==> src/rtl/mem_ctrl_pkg.sv <==
// Shared definitions for the MEM-stage SRAM controller.
// Contents:
//   mem_state_e     - controller state encoding (IDLE/LOW/HIGH/DONE)
//   DMEM_BASE_ADDR  - byte address that maps to SRAM word 0
//   SRAM_DW         - SRAM data width (bits)
//   SRAM_AW         - default SRAM address width (half-word units)
//   wait_cnt_width  - width of the per-phase wait counter
package mem_ctrl_pkg;

  typedef enum logic [1:0] {
    IDLE = 2'd0,
    LOW  = 2'd1,
    HIGH = 2'd2,
    DONE = 2'd3
  } mem_state_e;

  localparam int unsigned DMEM_BASE_ADDR = 32'd1024;
  localparam int unsigned SRAM_DW        = 32'd16;
  localparam int unsigned SRAM_AW        = 32'd18;

  // Counter must hold 0..wait_cycles and never collapse to zero bits.
  function automatic int unsigned wait_cnt_width(input int unsigned wait_cycles);
    if (wait_cycles == 32'd0) begin
      return 32'd1;
    end else begin
      return $clog2(wait_cycles + 32'd1);
    end
  endfunction

endpackage

==> src/rtl/sram_wait_counter.sv <==
// Per-phase wait-state counter for the SRAM controller.
// Counts 0..WAIT_CYCLES and saturates there; `last` flags the final cycle
// of a phase. `clear` restarts the count (asserted on every phase change).
// Ports:
//   clk   - clock
//   rst   - synchronous, active-high reset
//   clear - restart counting from zero on the next edge
//   last  - counter equals WAIT_CYCLES
module sram_wait_counter
  import mem_ctrl_pkg::*;
#(
  parameter int unsigned WAIT_CYCLES = 32'd1
) (
  input  logic clk,
  input  logic rst,
  input  logic clear,
  output logic last
);

  localparam int unsigned CW = wait_cnt_width(WAIT_CYCLES);
  localparam logic [CW-1:0] LAST_VAL = CW'(WAIT_CYCLES);
  localparam logic [CW-1:0] ONE_VAL  = CW'(32'd1);

  logic [CW-1:0] cnt_r;

  // Wait counter: clear on phase change, count up, saturate at LAST_VAL.
  always_ff @(posedge clk) begin
    if (rst) begin
      cnt_r <= {CW{1'b0}};
    end else if (clear) begin
      cnt_r <= {CW{1'b0}};
    end else if (cnt_r != LAST_VAL) begin
      cnt_r <= cnt_r + ONE_VAL;
    end else begin
      cnt_r <= cnt_r;
    end
  end

  assign last = (cnt_r == LAST_VAL);

endmodule

==> src/rtl/sram_mem_controller.sv <==
// MEM-stage data memory controller for an external 16-bit asynchronous SRAM.
// Each 32-bit load/store becomes two half-word accesses (low half first),
// each lasting WAIT_CYCLES+1 cycles. `ready` is low while an access is in
// flight so the pipeline can freeze on ~ready.
// Ports:
//   clk, rst          - clock, synchronous active-high reset
//   rd_en, wr_en      - MEM-stage read/write requests (write wins if both)
//   address, st_val   - byte address and store data (latched in IDLE)
//   read_data         - load result, valid with ready=1 after a read
//   ready             - 1 = idle with no request, or access completing
//   sram_addr         - SRAM half-word address
//   sram_dq_out/_oe   - write data and bus drive enable
//   sram_dq_in        - read data from SRAM
//   sram_we_n/_oe_n   - active-low write / output enables
module sram_mem_controller
  import mem_ctrl_pkg::*;
#(
  parameter int unsigned BASE_ADDR   = DMEM_BASE_ADDR,
  parameter int unsigned WAIT_CYCLES = 32'd1,
  parameter int unsigned SRAM_AW     = mem_ctrl_pkg::SRAM_AW
) (
  input  logic               clk,
  input  logic               rst,
  input  logic               rd_en,
  input  logic               wr_en,
  input  logic [31:0]        address,
  input  logic [31:0]        st_val,
  output logic [31:0]        read_data,
  output logic               ready,
  output logic [SRAM_AW-1:0] sram_addr,
  output logic [15:0]        sram_dq_out,
  output logic               sram_dq_oe,
  input  logic [15:0]        sram_dq_in,
  output logic               sram_we_n,
  output logic               sram_oe_n
);

  localparam int unsigned IW = SRAM_AW - 32'd1;
  localparam logic [31:0] BASE_VEC = 32'(BASE_ADDR);

  mem_state_e      state_r;
  mem_state_e      next_state_s;
  logic            req_s;
  logic            last_s;
  logic            clear_s;
  logic            is_write_r;
  logic [IW-1:0]   idx_r;
  logic [31:0]     st_val_r;
  logic [31:0]     offset_s;
  logic [IW-1:0]   idx_new_s;

  // Effective transaction attributes: live inputs while launching from IDLE,
  // latched copies afterwards. Lets the output registers line up with state.
  logic            eff_write_s;
  logic [IW-1:0]   eff_idx_s;
  logic [31:0]     eff_st_s;

  logic [SRAM_AW-1:0] nxt_addr_s;
  logic [15:0]        nxt_dq_out_s;
  logic               nxt_dq_oe_s;
  logic               nxt_we_n_s;
  logic               nxt_oe_n_s;

  assign req_s     = rd_en | wr_en;
  assign offset_s  = address - BASE_VEC;
  // Word index wraps modulo 2^(SRAM_AW-1); out-of-range addresses alias.
  assign idx_new_s = offset_s[SRAM_AW:2];

  sram_wait_counter #(
    .WAIT_CYCLES (WAIT_CYCLES)
  ) u_wait_counter (
    .clk   (clk),
    .rst   (rst),
    .clear (clear_s),
    .last  (last_s)
  );

  // State register.
  always_ff @(posedge clk) begin
    if (rst) begin
      state_r <= IDLE;
    end else begin
      state_r <= next_state_s;
    end
  end

  // Next-state logic.
  always_comb begin
    next_state_s = state_r;
    case (state_r)
      IDLE: begin
        if (req_s) begin
          next_state_s = LOW;
        end else begin
          next_state_s = IDLE;
        end
      end
      LOW: begin
        if (last_s) begin
          next_state_s = HIGH;
        end else begin
          next_state_s = LOW;
        end
      end
      HIGH: begin
        if (last_s) begin
          next_state_s = DONE;
        end else begin
          next_state_s = HIGH;
        end
      end
      DONE: begin
        next_state_s = IDLE;
      end
      default: begin
        next_state_s = IDLE;
      end
    endcase
  end

  // Output logic: ready, counter clear and next values of the SRAM pins.
  always_comb begin
    ready        = 1'b0;
    clear_s      = 1'b1;
    eff_write_s  = is_write_r;
    eff_idx_s    = idx_r;
    eff_st_s     = st_val_r;
    nxt_addr_s   = sram_addr;
    nxt_dq_out_s = 16'h0000;
    nxt_dq_oe_s  = 1'b0;
    nxt_we_n_s   = 1'b1;
    nxt_oe_n_s   = 1'b1;

    case (state_r)
      IDLE: begin
        ready       = ~req_s;
        clear_s     = 1'b1;
        eff_write_s = wr_en;
        eff_idx_s   = idx_new_s;
        eff_st_s    = st_val;
      end
      LOW: begin
        ready   = 1'b0;
        clear_s = last_s;
      end
      HIGH: begin
        ready   = 1'b0;
        clear_s = last_s;
      end
      DONE: begin
        ready   = 1'b1;
        clear_s = 1'b1;
      end
      default: begin
        ready   = 1'b0;
        clear_s = 1'b1;
      end
    endcase

    case (next_state_s)
      LOW: begin
        nxt_addr_s = {eff_idx_s, 1'b0};
        if (eff_write_s) begin
          nxt_dq_out_s = eff_st_s[15:0];
          nxt_dq_oe_s  = 1'b1;
          nxt_we_n_s   = 1'b0;
        end else begin
          nxt_oe_n_s   = 1'b0;
        end
      end
      HIGH: begin
        nxt_addr_s = {eff_idx_s, 1'b1};
        if (eff_write_s) begin
          nxt_dq_out_s = eff_st_s[31:16];
          nxt_dq_oe_s  = 1'b1;
          nxt_we_n_s   = 1'b0;
        end else begin
          nxt_oe_n_s   = 1'b0;
        end
      end
      default: begin
        nxt_addr_s = sram_addr;
      end
    endcase
  end

  // Transaction latch: capture direction, index and store data on launch.
  always_ff @(posedge clk) begin
    if (rst) begin
      is_write_r <= 1'b0;
      idx_r      <= {IW{1'b0}};
      st_val_r   <= 32'h0000_0000;
    end else if ((state_r == IDLE) && req_s) begin
      is_write_r <= wr_en;
      idx_r      <= idx_new_s;
      st_val_r   <= st_val;
    end else begin
      is_write_r <= is_write_r;
      idx_r      <= idx_r;
      st_val_r   <= st_val_r;
    end
  end

  // Registered SRAM pins, computed from the next state so they track it.
  always_ff @(posedge clk) begin
    if (rst) begin
      sram_addr   <= {SRAM_AW{1'b0}};
      sram_dq_out <= 16'h0000;
      sram_dq_oe  <= 1'b0;
      sram_we_n   <= 1'b1;
      sram_oe_n   <= 1'b1;
    end else begin
      sram_addr   <= nxt_addr_s;
      sram_dq_out <= nxt_dq_out_s;
      sram_dq_oe  <= nxt_dq_oe_s;
      sram_we_n   <= nxt_we_n_s;
      sram_oe_n   <= nxt_oe_n_s;
    end
  end

  // Read capture on the last wait cycle of each phase; writes leave it alone.
  always_ff @(posedge clk) begin
    if (rst) begin
      read_data <= 32'h0000_0000;
    end else if (!is_write_r && last_s && (state_r == LOW)) begin
      read_data[15:0] <= sram_dq_in;
    end else if (!is_write_r && last_s && (state_r == HIGH)) begin
      read_data[31:16] <= sram_dq_in;
    end else begin
      read_data <= read_data;
    end
  end

endmodule
==> config.mk <==
export PLATFORM = sky130hd
export DESIGN_NAME = sram_mem_controller
export DESIGN_NICKNAME = d
export VERILOG_FILES = /design/src/rtl/mem_ctrl_pkg.sv /design/src/rtl/sram_wait_counter.sv /design/src/rtl/sram_mem_controller.sv
export SDC_FILE = /design/constraint.sdc
export NUM_CORES = 1
export LEC_CHECK = 0
export CORE_MARGIN = 4
export CORE_UTILIZATION = 25
export DETAILED_ROUTE_END_ITERATION = 7
export GPL_ROUTABILITY_DRIVEN = 0
export PLACE_DENSITY = 0.51
export SYNTH_ARGS = -nofsm -noshare
export SYNTH_HDL_FRONTEND = slang
export SYNTH_SLANG_ARGS = --single-unit
==> constraint.sdc <==
create_clock -name clk -period 3.75 [get_ports clk]
set_clock_uncertainty 0.15 [all_clocks]
set_input_delay 0.75 -clock clk [delete_from_list [all_inputs] [get_ports clk]]
set_output_delay 0.75 -clock clk [all_outputs]
set_load 0.02 [all_outputs]
# Yosys cells after proc, flatten, opt, wreduce, memory -nomap -nowiden
# Cells that the tools add are included.
# totals
register_bits	122
wordCells	52
out_inout_bits	70
in_bits	84
# op_classes
reduce_logical	13
n_mux	16
addsub	2
n_eq_ne	5
bitwise	4
# ops
operator	count
$pmux W18 S2	1
$mux W16	2
$mux W32	1
$pmux W16 S2	1
$sub A19 B11 Y19 const B	1
$mux W17	1
$reduce_or A2 Y1	5
$pmux W2 S4	1
$eq A2 B2 Y1 const B	3
$mux W1	6
$eq A2 B1 Y1 const B	2
$logic_and A1 B1 Y1	4
$not A1 Y1	3
$pmux W1 S3	1
$logic_not A2 Y1	1
$mux W2	1
$pmux W1 S2	1
$reduce_and A2 Y1	1
$reduce_bool A2 Y1	1
$add A1 B1 Y1 const B	1
$logic_not A1 Y1	1
$or A1 B1 Y1	1

# Depth between registers and ports, before layout
# Gate-level depths: netlist (run 1).
# depth
word_depth	7
ltp_mapped	12

# By module
# From an unflattened synthesis (run 1), not the netlist that was laid out.
# unflattened
hier_cells	595
area_unflattened_um2	5001.0
# modules_own_cells
mod	n_inst	cells_per_inst	area_each_um2
sram_mem_controller	1	593	4977.3
sram_wait_counter	1	2	23.8

# Least setup slack after synthesis (run 1)
# Ideal clock, no wire load.
# synth_path
kind	register to register
startpoint	register state_r[0]
endpoint	register sram_dq_out[10]
stages_incl_launch_ff	13
setup_slack_ps	804
synth_period_minus_slack_ps	2946
arrival_time_ps	2669
setup_time_ps	127
n_path_buf	5
cell_sequence	dfxtp_1 > inv_1 > ha_1 > buf_6 > clkbuf_1 > a221oi_1 > ha_1 > clkbuf_1 > nor2_1 > nand2b_1 > clkbuf_1 > buf_1 > nor2_1
# synth_between
elab_chain_len	4
# synth_rtl
element	line	text
start: declaration	sram_mem_controller.sv:41	mem_state_e state_r;
start signal: assignment	sram_mem_controller.sv:83	state_r <= next_state_s;
$eq A2 B2 Y1, or another cell as far along	sram_mem_controller.sv:90	case (state_r)
$pmux W2 S4, or another cell as far along	sram_mem_controller.sv:90	
$eq A2 B2 Y1, or another cell as far along	sram_mem_controller.sv:160	case (next_state_s)
$pmux W16 S2 (*)	sram_mem_controller.sv:160	
end signal: assignment	sram_mem_controller.sv:214	sram_dq_out <= nxt_dq_out_s;
end: declaration	sram_mem_controller.sv:31	output logic [15:0] sram_dq_out,
# Mark *: on every way between the ends. The rest lies on a longest branch, timed or not.
# A chain may end at the register's enable or synchronous reset.

# Worst setup path after layout (run 1)
# layout_path
startpoint	input wr_en
endpoint	output ready
# layout_between
elab_chain_len	3
# layout_rtl
element	line	text
start: declaration	sram_mem_controller.sv:25	input logic wr_en,
$or A1 B1 Y1	sram_mem_controller.sv:64	assign req_s = rd_en | wr_en;
$not A1 Y1	sram_mem_controller.sv:136	ready = ~req_s;
$pmux W1 S3	sram_mem_controller.sv:134	case (state_r)
end: declaration	sram_mem_controller.sv:29	output logic ready,
# No other way between the ends.

==> out/metrics.cfg, run 1 <==
[status]
status=finished clean

[clock_tree]
cts_hold_buffers=0
htree_levels=4
post_cts_buffers=0
clk_path_buf_depth=2
cts_tree=yes
path_clk_slew_ns=0.06
postCtsResizedCells=0
cts_sinks=122
cts_root_buffer=clkbuf_16
cts_buffers=17
insertion_delay_ns=0.41

[routing]
top_layer=met4
wl_met2_um=6590
drt-vias-per-instance=4.34
vias=4349
wl_per_cell_um=14.3
routed_wirelength_um=14300
first_iter_violations=154
drc=0
dr_wl_met3_um=706
drtPass1Iterations=4
drt-met1-wl_um=6800
ant_nets=0

[timing]
slew_violations=0
finalHoldViolCount=0
tightestPinTransition_ns=0.803
period_share_pct=88.6
timing.setup.tns_ns=0
rsz0062_at_grt=false
finalSetupViolCount=0
slew_headroom_pct=46.5
clock.fmax_mhz=301
fin_crit_ns=3.32

[grt]
grt_use_total_pct=13.1
grt_pass1_vias=4176
grt_max_degree=56
antenna_found_initial=0
overflow=0
grt_pass1_wl_um=23000

[floorplanning]
row_count=51
core-area_sq_mm=0.0196
die_w_um=149
die_y_um=149
start_util_pct=25.5
ios=154
die-area_sq_mm=0.0223

[synthesis]
synth_compound_area_share_pct=14.9
synth_mux_area_share_pct=9.21
synth.largest_area_cell=dfxtp_1
synthArstFlopShare_pct=0
syn_avg_cell_area_sq_um=8.33
synthSimpleGateAreaFrac_pct=19.5
synth_edf_count=0
synth_flop_cell=dfxtp_1
synth_xor_area_share_pct=1.23
ys_top_cells_by_area=dfxtp_1 49%, nand2_1 11%, a21oi_1 9.4%, mux2_2 7.2%, nor2_1 4.6%
ys_seq_area_share_pct=48.8
yosysWarnings=0
synth_top_family_by_area=simple AND/OR/NAND/NOR gates
synthAdderAreaFrac_pct=2.00
syn-num-nets=692
synth_top_cell_area_share_pct=48.8
syn_area_sq_mm=0.00500
netlist_instances=600
ys_types=33
ys_seq_elements=122

[critical_path]
worst-setup-path-type=primary input to output pin
slowest_delay_ns=0.66
crit_fanout=4
start_kind=primary input
cp.arrival_ns=2.42
critPathTopFamily=buffers and inverters
cp_cell_sequence=clkdlybuf4s50_1 > or2_2 > o21ai_0 > clkdlybuf4s50_1
critPathRequiredTime_ns=2.85
path_buf_inv=2
cpMostUsedCell=clkdlybuf4s50_1
cp-end-kind=output pin
crit_path_top_delay_cell=clkdlybuf4s50_1

[layout]
regArea_sq_mm=0.00244
final_common_cell=nand2_1
diodes=0
synthToLayoutAreaGrowth_pct=44.8
drive_gt1_share_pct=11.0
fillers=2052
multi_input_area_sq_mm=0.00234
layout_common_cells=150 x nand2_1, 137 x clkdlybuf4s50_1, 122 x dfxtp_1
nNetsFinal=815

[placement]
dp_hpwl_um=9480
portBuffers=138

[run]
maxCapViolCount=0

[power]
cellLeakagePower_nw=2.72
finalPower_mw=3.74
powerDensity_mw_per_mm2=517
peakVddDrop_mv=0.287

[hold_path]
min_path_type=flop to flop

[flip-flops by register name, summed over array words and instances (netlist names)]
signal,count
state_r,2
sram_dq_out,16
idx_r,17
sram_oe_n,1
sram_addr,18
sram_we_n,1
is_write_r,1
u_wait_counter.last,1
st_val_r,32
sram_dq_oe,1
read_data,32
[cell families (layout without fill, tap and decap cells)]
kind of cell	after synthesis	count (layout)
and+or+nand+nor	237	237
AOI/OAI and AO/OA	131	131
DFF	122	122
buffers and inverters	53	189
muxes	42	42
adders and majority gates	8	8
xor gates and xnor gates	7	7
[through the flow]
step	cells	hold WS, ns	setup slack (ns)	util, %	cell area, sq um
3_3_place_gp	969	0.289	0.291	33.8	6630
5_1_grt	1001	0.318	0.334	36.9	7240
2_1_floorplan	600	0.284	0.804	-	5000
4_1_cts	1001	0.304	0.398	36.9	7240
6_report	1001	0.300	0.426	36.9	7240
3_5_place_dp	969	0.295	0.279	33.8	6630
[worst reg2reg max path, delay by kind of cell, from the launching register on]
family	cells	cell delay, ns
flip-flops	1	0.38
AO/OA/AOI/OAI	2	0.38
adder cells (fa/ha/maj)	2	0.79
AND/OR/NAND/NOR	4	0.78
buffers and inverters	2	0.17
[final timing paths]
check	from	endpoint	slack (ns)	depth (start not counted)
setup / recovery	wr_en	ready	0.43	4
hold / removal	st_val_r[27]	st_val_r[27]	0.30	2
setup reg to reg	state_r[1]	sram_addr[17]	0.99	10
hold reg to reg	st_val_r[27]	st_val_r[27]	0.30	2
[Yosys cell counts, types with 2 or more instances]
library cell / n
clkbuf_1: 32
xnor2_1: 5
nor3_1: 3
or3_1: 2
nor2_1: 61
o21ai_0: 4
and2_1: 2
inv_1: 10
nor2b_1: 3
or2_2: 2
nand2_1: 150
nand3b_1: 2
xor2_1: 2
a211oi_1: 12
mux2_2: 32
o211a_1: 2
mux2i_1: 10
nor3b_1: 5
buf_1: 9
nand2b_1: 2
ha_1: 8
a22oi_1: 17
dfxtp_1: 122
a21oi_1: 94
[metal layers]
layer	up-vias	global-route usage (%)
li1	2250	-
met1	1994	16.9
met2	88	20.7
met3	17	3.94
met4	0	5.08
met5	-	0
[where the power goes]
group          internal (mW)  total [mW]  switching [mW]  leakage, nW
clock                   1.06        1.69           0.630        0.293
sequential              1.39        1.43          0.0411        0.998
combinational          0.295       0.621           0.326         1.43
[cell type report]
class	instances	area share (%)
Clock buffer	18	6.07
Inverter	10	0.519
Timing Repair Buffer	147	20.3
Multi-Input combinational cell	425	32.4
Clock inverter	14	2.37
Sequential cell	122	33.7
Tap cell	265	4.58
Power figures use the tool's default switching activity.
==> inputs of run 2 (changes only) <==
--- a/config.mk
+++ b/config.mk
@@ -9,6 +9,7 @@
 export CORE_UTILIZATION = 25
 export DETAILED_ROUTE_END_ITERATION = 7
 export GPL_ROUTABILITY_DRIVEN = 0
+export HOLD_SLACK_MARGIN = 0.05
 export PLACE_DENSITY = 0.51
 export SYNTH_ARGS = -nofsm -noshare
 export SYNTH_HDL_FRONTEND = slang
==> results of run 2 <==
The final DEF is identical to that of run 1; final timing and power are the same.
==> inputs of run 3 (changes only) <==
--- a/config.mk
+++ b/config.mk
@@ -11,6 +11,7 @@
 export GPL_ROUTABILITY_DRIVEN = 0
 export HOLD_SLACK_MARGIN = 0.05
 export PLACE_DENSITY = 0.51
+export SLEW_MARGIN = 20
 export SYNTH_ARGS = -nofsm -noshare
 export SYNTH_HDL_FRONTEND = slang
 export SYNTH_SLANG_ARGS = --single-unit
==> results of run 3 <==
The final DEF is identical to that of run 1; final timing and power are the same.
